`config.mk`:
```
export PLATFORM = sky130hd
export DESIGN_NAME = tile_selector
export DESIGN_NICKNAME = d
export VERILOG_FILES = /design/src/rtl/tile_pkg.sv /design/src/rtl/onehot_decode.sv /design/src/rtl/tile_selector.sv
export SDC_FILE = /design/constraint.sdc
export NUM_CORES = 1
export LEC_CHECK = 0
export CORE_MARGIN = 2
export CORE_UTILIZATION = 51
export DETAILED_ROUTE_END_ITERATION = 7
export PLACE_DENSITY = 0.86
export SLEW_MARGIN = 20
export SYNTH_ARGS = -nofsm -noshare
export SYNTH_HDL_FRONTEND = slang
export SYNTH_SLANG_ARGS = --single-unit
```
`constraint.sdc`:
```
create_clock -name clk -period 2.8 [get_ports clk]
set_input_delay 0.28 -clock clk [delete_from_list [all_inputs] [get_ports clk]]
set_output_delay 0.28 -clock clk [all_outputs]
set_load 0.005 [all_outputs]
```
`src/rtl/tile_pkg.sv`:
```
// Shared board geometry, tile index type and selector states.
// Used by the cursor block, the tile selector and the match checker.
package tile_pkg;

  localparam int ROWS  = 6;
  localparam int COLS  = 6;
  localparam int N     = ROWS * COLS;
  localparam int IDX_W = 6;

  typedef logic [IDX_W-1:0] idx_t;

  typedef enum logic [1:0] {
    IDLE = 2'd0,
    ONE  = 2'd1,
    PAIR = 2'd2
  } sel_state_t;

  function automatic logic [N-1:0] onehot(input idx_t idx);
    logic [N-1:0] v;
    v = '0;
    v[idx] = 1'b1;
    return v;
  endfunction

endpackage

```
`src/rtl/onehot_decode.sv`:
```
// One-hot bus to binary index decoder with an exactly-one-bit flag.
// Purely combinational; idx is meaningful only when ok is high.
module onehot_decode #(
  parameter int N     = 36,
  parameter int IDX_W = 6
) (
  input  logic [N-1:0]     bus,
  output logic [IDX_W-1:0] idx,
  output logic             ok
);

  logic seen;
  logic multi;

  // OR of set-bit positions equals the position when only one is set
  always_comb begin
    idx   = '0;
    seen  = 1'b0;
    multi = 1'b0;
    for (int i = 0; i < N; i++) begin
      if (bus[i]) begin
        if (seen) multi = 1'b1;
        seen = 1'b1;
        idx  = idx | IDX_W'(i);
      end
    end
  end

  assign ok = seen & ~multi;

endmodule

```
`src/rtl/tile_selector.sv`:
```
// Turns select presses on a one-hot cursor into an ordered tile pair
// presented over valid/ready, with a highlight bus for the display.
module tile_selector
  import tile_pkg::*;
(
  input  logic         clk,
  input  logic         rst_n,
  input  logic [N-1:0] cur_bus,
  input  logic         select,
  input  logic         cancel,
  input  logic         pair_ready,
  output logic         pair_valid,
  output idx_t         pair_a,
  output idx_t         pair_b,
  output logic [N-1:0] sel_bus,
  output logic         bad_cursor
);

  sel_state_t state;
  idx_t       cur_idx;
  logic       cur_ok;

  onehot_decode #(
    .N     (N),
    .IDX_W (IDX_W)
  ) u_dec (
    .bus (cur_bus),
    .idx (cur_idx),
    .ok  (cur_ok)
  );

  always_ff @(posedge clk or negedge rst_n) begin
    if (!rst_n) begin
      state      <= IDLE;
      pair_valid <= 1'b0;
      pair_a     <= '0;
      pair_b     <= '0;
      sel_bus    <= '0;
      bad_cursor <= 1'b0;
    end else begin
      bad_cursor <= 1'b0;
      unique case (state)
        IDLE: begin
          if (select && cur_ok) begin
            pair_a  <= cur_idx;
            sel_bus <= onehot(cur_idx);
            state   <= ONE;
          end else if (select) begin
            bad_cursor <= 1'b1;
          end
        end
        ONE: begin
          // cancel outranks a same-cycle select
          if (cancel) begin
            pair_a  <= '0;
            sel_bus <= '0;
            state   <= IDLE;
          end else if (select && cur_ok) begin
            if (cur_idx == pair_a) begin
              pair_a  <= '0;
              sel_bus <= '0;
              state   <= IDLE;
            end else begin
              pair_b     <= cur_idx;
              sel_bus    <= onehot(pair_a) | onehot(cur_idx);
              pair_valid <= 1'b1;
              state      <= PAIR;
            end
          end else if (select) begin
            bad_cursor <= 1'b1;
          end
        end
        PAIR: begin
          if (pair_ready) begin
            pair_a     <= '0;
            pair_b     <= '0;
            sel_bus    <= '0;
            pair_valid <= 1'b0;
            state      <= IDLE;
          end
        end
        default: begin
          pair_a     <= '0;
          pair_b     <= '0;
          sel_bus    <= '0;
          pair_valid <= 1'b0;
          state      <= IDLE;
        end
      endcase
    end
  end

endmodule

```
# Word-level counts from Yosys, hierarchy flattened
# Index checks and enable logic that the tools add are counted.
# op_classes
order_cmp,4
eq_ne,10
n_mux,257
bitwise,4
n_reduce_logical,7
# op_table
operator,n
2-to-1 mux 36 bit,13
2-to-1 mux 1 bit,167
2-to-1 mux 6 bit,26
case mux 36 bit (3 select lines),1
2-to-1 mux 5 bit,16
OR 36 bit,1
case mux 6 bit (3 select lines),2
2-to-1 mux 4 bit,8
2-to-1 mux 2 bit,15
less-than comparator 6 x 7 -> 1 bit (second input constant),2
demux 1 bit (select 6 bit),2
greater-or-equal comparator 6 x 1 -> 1 bit (second input constant),2
2-to-1 mux 3 bit,4
inequality test 2 bit (second input constant),5
equality test 6 bit,1
inequality test 3 bit (second input constant),2
case mux 2 bit (3 select lines),1
AND reduction 5 bit,1
AND reduction 4 bit,1
logical AND 1 bit,3
case mux 1 bit (3 select lines),1
AND reduction 3 bit,1
equality test 2 x 1 -> 1 bit (second input constant),1
equality test 2 bit (second input constant),1
other kinds (4),5
# word_totals
ff_bits,52
out_inout_bits,50

# Logic depth before layout (Yosys ltp)
# depth
depth_word,118
depth_mapped,11
mapped_depth_nobuf,8

# Hierarchy
# A second synthesis with hierarchy kept.
# unflattened
cells_unflattened,463
hier_area_um2,3990.1
# modules_own_cells
mod,instances,cells_per_inst,area_per_inst_um2
tile_selector,1,371,3368.2
onehot_decode,1,92,621.8

# Worst setup path after synthesis
# No wires, ideal clock.
# synth_path
path_kind,input-to-reg
startpoint,in cur_bus[3]
endpoint,reg pair_b[0]
setup_ns,0.121
t_arrival_ns,2.911
t_required_ns,2.679
slack_ns,-0.232
cell_stages,9
cell_sequence,or4_4 or3b_4 or4_4 a2111oi_4 o21ba_2 a41oi_1 or2_0 clkbuf_1 a22o_1
# synth_between
elab_chain_cells,102
word_cells_on_any_way,180
cone_classes,3 x eq/ne; 173 x mux; 2 x bitwise; 2 x reduce/logical
# synth_lines
item,line,text
"start, declared",tile_selector.sv:8,"input logic [N-1:0] cur_bus,"
2-to-1 mux 1 bit,onehot_decode.sv:21,if (bus[i]) begin
2-to-1 mux 1 bit,onehot_decode.sv:22,if (seen) multi = 1'b1;
2-to-1 mux 1 bit (2 in series),onehot_decode.sv:21,
2-to-1 mux 1 bit,onehot_decode.sv:22,
2-to-1 mux 1 bit (2 in series),onehot_decode.sv:21,
2-to-1 mux 1 bit,onehot_decode.sv:22,
2-to-1 mux 1 bit (2 in series),onehot_decode.sv:21,
2-to-1 mux 1 bit,onehot_decode.sv:22,
[... 81 more ...],-,
2-to-1 mux 1 bit (2 in series),onehot_decode.sv:21,
2-to-1 mux 1 bit,onehot_decode.sv:22,
2-to-1 mux 1 bit (2 in series),onehot_decode.sv:21,
NOT 1 bit,onehot_decode.sv:29,assign ok = seen & ~multi;
bitwise AND 1 bit,onehot_decode.sv:29,
logical AND 1 bit,tile_selector.sv:58,end else if (select && cur_ok) begin
inequality test 2 bit (no source line),-,
AND reduction 5 bit (no source line),-,
"end signal, assigned",tile_selector.sv:64,pair_b <= cur_idx;
"end, declared",tile_selector.sv:14,"output idx_t pair_b,"
# Several ways; a longest one is shown, not always the timed one. The select of a mux whose other input is x is not followed.
# A chain may end at the register's enable or synchronous reset.

# Final worst setup path
# layout_path
startpoint,in cur_bus[8]
endpoint,reg sel_bus[28]
# layout_between
elab_chain_cells,87
word_cells_on_any_way,163
cone_classes,2 x order compare; 3 x eq/ne; 152 x mux; 3 x bitwise; 3 x reduce/logical
# layout_lines
item,line,text
2-to-1 mux 1 bit,onehot_decode.sv:21,
2-to-1 mux 1 bit,onehot_decode.sv:22,
2-to-1 mux 1 bit (2 in series),onehot_decode.sv:21,
2-to-1 mux 1 bit,onehot_decode.sv:22,
2-to-1 mux 1 bit (2 in series),onehot_decode.sv:21,
2-to-1 mux 1 bit,onehot_decode.sv:22,
2-to-1 mux 1 bit (2 in series),onehot_decode.sv:21,
2-to-1 mux 1 bit,onehot_decode.sv:22,
[... 66 more ...],-,
2-to-1 mux 1 bit (2 in series),onehot_decode.sv:21,
2-to-1 mux 1 bit,onehot_decode.sv:22,
2-to-1 mux 1 bit (2 in series),onehot_decode.sv:21,
NOT 1 bit,onehot_decode.sv:29,
bitwise AND 1 bit,onehot_decode.sv:29,
logical AND 1 bit,"tile_selector.sv:44, tile_selector.sv:58",
inequality test 3 bit (no source line) or inequality test 2 bit (tied branches),-,
AND reduction 3 bit (no source line),-,
"end signal, assigned",tile_selector.sv:46,sel_bus <= onehot(cur_idx);
"end signal, assigned",tile_selector.sv:65,sel_bus <= onehot(pair_a) | onehot(cur_idx);
"end, declared",tile_selector.sv:15,"output logic [N-1:0] sel_bus,"
# Several ways; a longest one is shown, not always the timed one. The select of a mux whose other input is x is not followed.

==> summary.txt <==
Clock tree
  • Hold bufs inserted after CTS: 0
  • Clock sink count: 52
  • Buffers from clock root to sink, at most: 2
  • Latest clock arrival within the worst-skew pair: 0.31 ns
  • Inserted Clock Buffers: 5
  • Clock-pin slew on the worst setup and hold paths: 0.10 ns
  • Root cell of the clock tree: sky130_fd_sc_hd__clkbuf_8
  • Clock tree from TritonCTS: done
  • H-tree Lvls: 2

Synth
  • EDFF count, synth: 0
  • Seq/Total Area, Yosys: 34.2%
  • Yosys cell types: 66
  • Syn Nets: 493
  • Proportion of register bits with asynchronous set or reset after synthesis: 100%
  • Area of the mapped netlist: 3800 sq um
  • Top flip-flop cell by instance count after synthesis: sky130_fd_sc_hd__dfrtp_1
  • Commonest cells in the netlist: 52 x sky130_fd_sc_hd__dfrtp_1, 36 x sky130_fd_sc_hd__a22o_1, 36 x sky130_fd_sc_hd__nand2_1
  • Synthesized flop and latch total: 52
  • Yosys warnings: 0
  • Cells after Synth: 452
  • Share of the synthesized area in the top cell type: 34.2%
  • Most area-hungry cell type in the Yosys netlist: sky130_fd_sc_hd__dfrtp_1
  • Largest cells by area after synthesis: sky130_fd_sc_hd__dfrtp_1 34%, sky130_fd_sc_hd__a22o_1 8.3%, sky130_fd_sc_hd__nand2_1 3.6%
  • Avg Inst Size Synth: 8.41 sq um
  • Leading cell type by number of instances after synthesis: sky130_fd_sc_hd__dfrtp_1

Placement
  • RePlAce Congestion: 0.979
  • Number of buffers inserted by port buffering: 90
  • Placed cell areas: 5490 sq um
  • HPWL after detailed placement: 11,100 um

Critical path
  • Buf+Inv Stages, Crit Path: 1
  • Most repeated library cell on the critical path: sky130_fd_sc_hd__or4_4
  • Setup CP Type: in2reg
  • Critical path fanouts, max: 11
  • R2r endpoint: sel_bus[35]$_DFFE_PN0P_
  • Arrival @ worst endpoint: 3.16 ns
  • Slack of the worst reg-to-reg path: 0.52 ns
  • Largest stage delay, worst path: 0.53 ns
  • Count of cells along the worst register-to-register path: 8
  • Sequence of cells on the critical path: buf_6, or4_4, or3b_4, or4_4, a2111oi_4, o21ba_4, and3_4, nor2_4, a22o_1
  • Critical Path End Type: flop
  • Launch instance of the worst register-to-register path: pair_a[4]$_DFFE_PN0P_
  • Cell with the biggest individual delay on the critical path: sky130_fd_sc_hd__or4_4
  • CP required: 3.00 ns
  • Type of origin of the critical path: primary input
  • Dominant delay contributor by cell family on the critical path: simple AND/OR/NAND/NOR gates
  • Critical Path Stages: 9

Global routing
  • Global-route wire length before repair: 24,400 um
  • Largest net degree at the start of global routing: 53
  • Via count of the first global-routing pass: 4,641
  • Global routing usage summed across all routing layers: 36.7%
  • Residual overflow from global routing: 0
  • Antenna violations before repair: 0

Finish
  • Fraction of layout instances using a drive strength above 1: 30.7%
  • Area overhead of the layout relative to synthesis: 57.2%
  • Core utilization of the finished layout: 82.4%
  • Final net count: 663
  • Layout Cell Area excl Fill: 5970 sq um
  • Multi-input gate area in the final layout: 2670 sq um
  • Filler cell count in the final layout: 465
  • Sequential cell area in the final layout: 1300 sq um
  • Diode insertion count for antenna repair: 0

Drt
  • Starting DRT DRC Count: 602
  • Detailed-route wire length per cell: 21.6 um
  • Final routed DRC violation total: 0
  • Final wirelength: 15,600 um
  • Number of nets still failing antenna checks after routing: 0
  • First-pass DRT Iterations: 6
  • Via count of the routed design: 4,888
  • Average via count per standard cell: 6.77

Timing
  • Clock Skew: 0.00999 ns
  • Final hold viol count: 11
  • Fin Hold WS: -0.00754 ns
  • Setup repair after global routing missed its margin: yes
  • Part of the cycle the worst path needs: 106%
  • Least setup slack across all paths after layout: -0.155 ns
  • Headroom to the max-slew limit: 45.1%
  • Crit path time final: 2.95 ns
  • Number of failing setup endpoints in the final timing report: 50
  • Max-slew violation count: 0
  • Maximum clock frequency: 338 MHz
  • Measured slew at the worst slew-check pin: 0.823 ns

Power and ir drop
  • Peak supply drop: 0.000243 V
  • P_leak: 2.38 nW
  • Total power density per cell area: 404 nW/um^2
  • Total Power Consumption: 2.42 mW

Die
  • Starting density of the core: 52.4%
  • Core Footprint: 7250 sq um
  • Die Area: 8160 sq um
  • Placement Rows: 31
  • Count of boundary I/O pins: 91
  • Floorplan die height: 90.3 um
  • DIE WIDTH: 90.3 um

Outcome
  • Outcome: complete, but fails checks
  • Violations in the final reports: negative hold slack, negative setup slack

Job
  • Total of max-cap violations: 0

Hold path
  • Hold/Removal Path Class: in2async
state kept, by name, summed over array words and instances (netlist names):
| signal | count |
|---|---|
| bad_cursor | 1 |
| state | 2 |
| sel_bus | 36 |
| pair_valid | 1 |
| pair_a | 6 |
| pair_b | 6 |
power by group:
part	leakage [nW]	internal (mW)	switching, mW
Sequential	0.712	0.801	0.174
Clock	0.0548	0.270	0.265
Combinational	1.62	0.393	0.514
Total	2.38	1.46	0.953
cell families (layout without fill, tap and decap cells):
logic type,Yosys count,after routing,synth area share (%)
XOR/XNOR,8,8,1.84
AO/OA/AOI/OAI,149,149,30.1
multiplexers,2,2,0.560
adder cells (fa/ha/maj),4,4,1.05
buffers and inverters,48,214,5.43
flip-flops,52,52,34.2
AND/OR/NAND/NOR,189,194,26.8
what timing repair did:
| action | in CTS | in global routing |
|---|---|---|
| resized for setup | 66 | 21 |
| hold endpoints to repair | 0 | 0 |
| pin swaps | 29 | 19 |
| cloned | 5 | 0 |
| endpoints found under the setup margin | 52 | 51 |
| buffers inserted | 7 | 1 |
through the flow:
step / std cells / worst slack (ns) / setup TNS, ns
2_1_floorplan: 452 / -0.137 / -4.99
6_report: 722 / -0.155 / -6.11
4_1_cts: 721 / -0.191 / -6.73
3_3_place_gp: 701 / -0.878 / -43.52
3_5_place_dp: 701 / -0.950 / -46.13
5_1_grt: 722 / -0.247 / -9.46
worst reg2reg max path: cells and delay by family (launching register included):
family | cells | cell delay [ns]
buf+inv | 2 | 0.41
compound gates | 3 | 0.68
flops | 1 | 0.54
simple gates | 3 | 0.57
cells in the final DEF (no fill, tap or decap), types with 12 or more instances in the layout:
master / count
sky130_fd_sc_hd__or3_1: 12
sky130_fd_sc_hd__nor3_1: 24
sky130_fd_sc_hd__buf_4: 99
sky130_fd_sc_hd__nor2_1: 31
sky130_fd_sc_hd__nand2_1: 33
sky130_fd_sc_hd__a22o_1: 36
sky130_fd_sc_hd__o2bb2ai_2: 12
sky130_fd_sc_hd__o22ai_1: 12
sky130_fd_sc_hd__clkdlybuf4s50_1: 75
sky130_fd_sc_hd__o21ai_0: 24
sky130_fd_sc_hd__dfrtp_1: 52
sky130_fd_sc_hd__nand3_1: 23
worst max path at each step:
stage	from	to	slack, ns
floorplan	cur_bus[3]	pair_b[0]$_DFFE_PN0P_	-0.14
global placement	cur_bus[3]	sel_bus[21]$_DFFE_PN0P_	-0.88
detailed placement	cur_bus[3]	sel_bus[24]$_DFFE_PN0P_	-0.95
CTS	cur_bus[8]	pair_valid$_DFFE_PN0P_	-0.19
global route	cur_bus[7]	sel_bus[35]$_DFFE_PN0P_	-0.25
finish	cur_bus[8]	sel_bus[28]$_DFFE_PN0P_	-0.15
cell type report:
type	instances	area share (%)
tap	99	2.07
clock inverter	3	0.775
inverter	10	0.628
timing repair buffer	196	28.9
clock buffer	5	1.15
sequential	52	21.8
multi-input combinational	357	44.7
layer usage:
metal	share of wire (%)	global-route usage (%)
met5	0	0
met4	5.5	15.1
met3	8.9	4.59
met2	49	63.6
met1	36	46.3
Note: power is estimated with default switching activity, not from simulation.
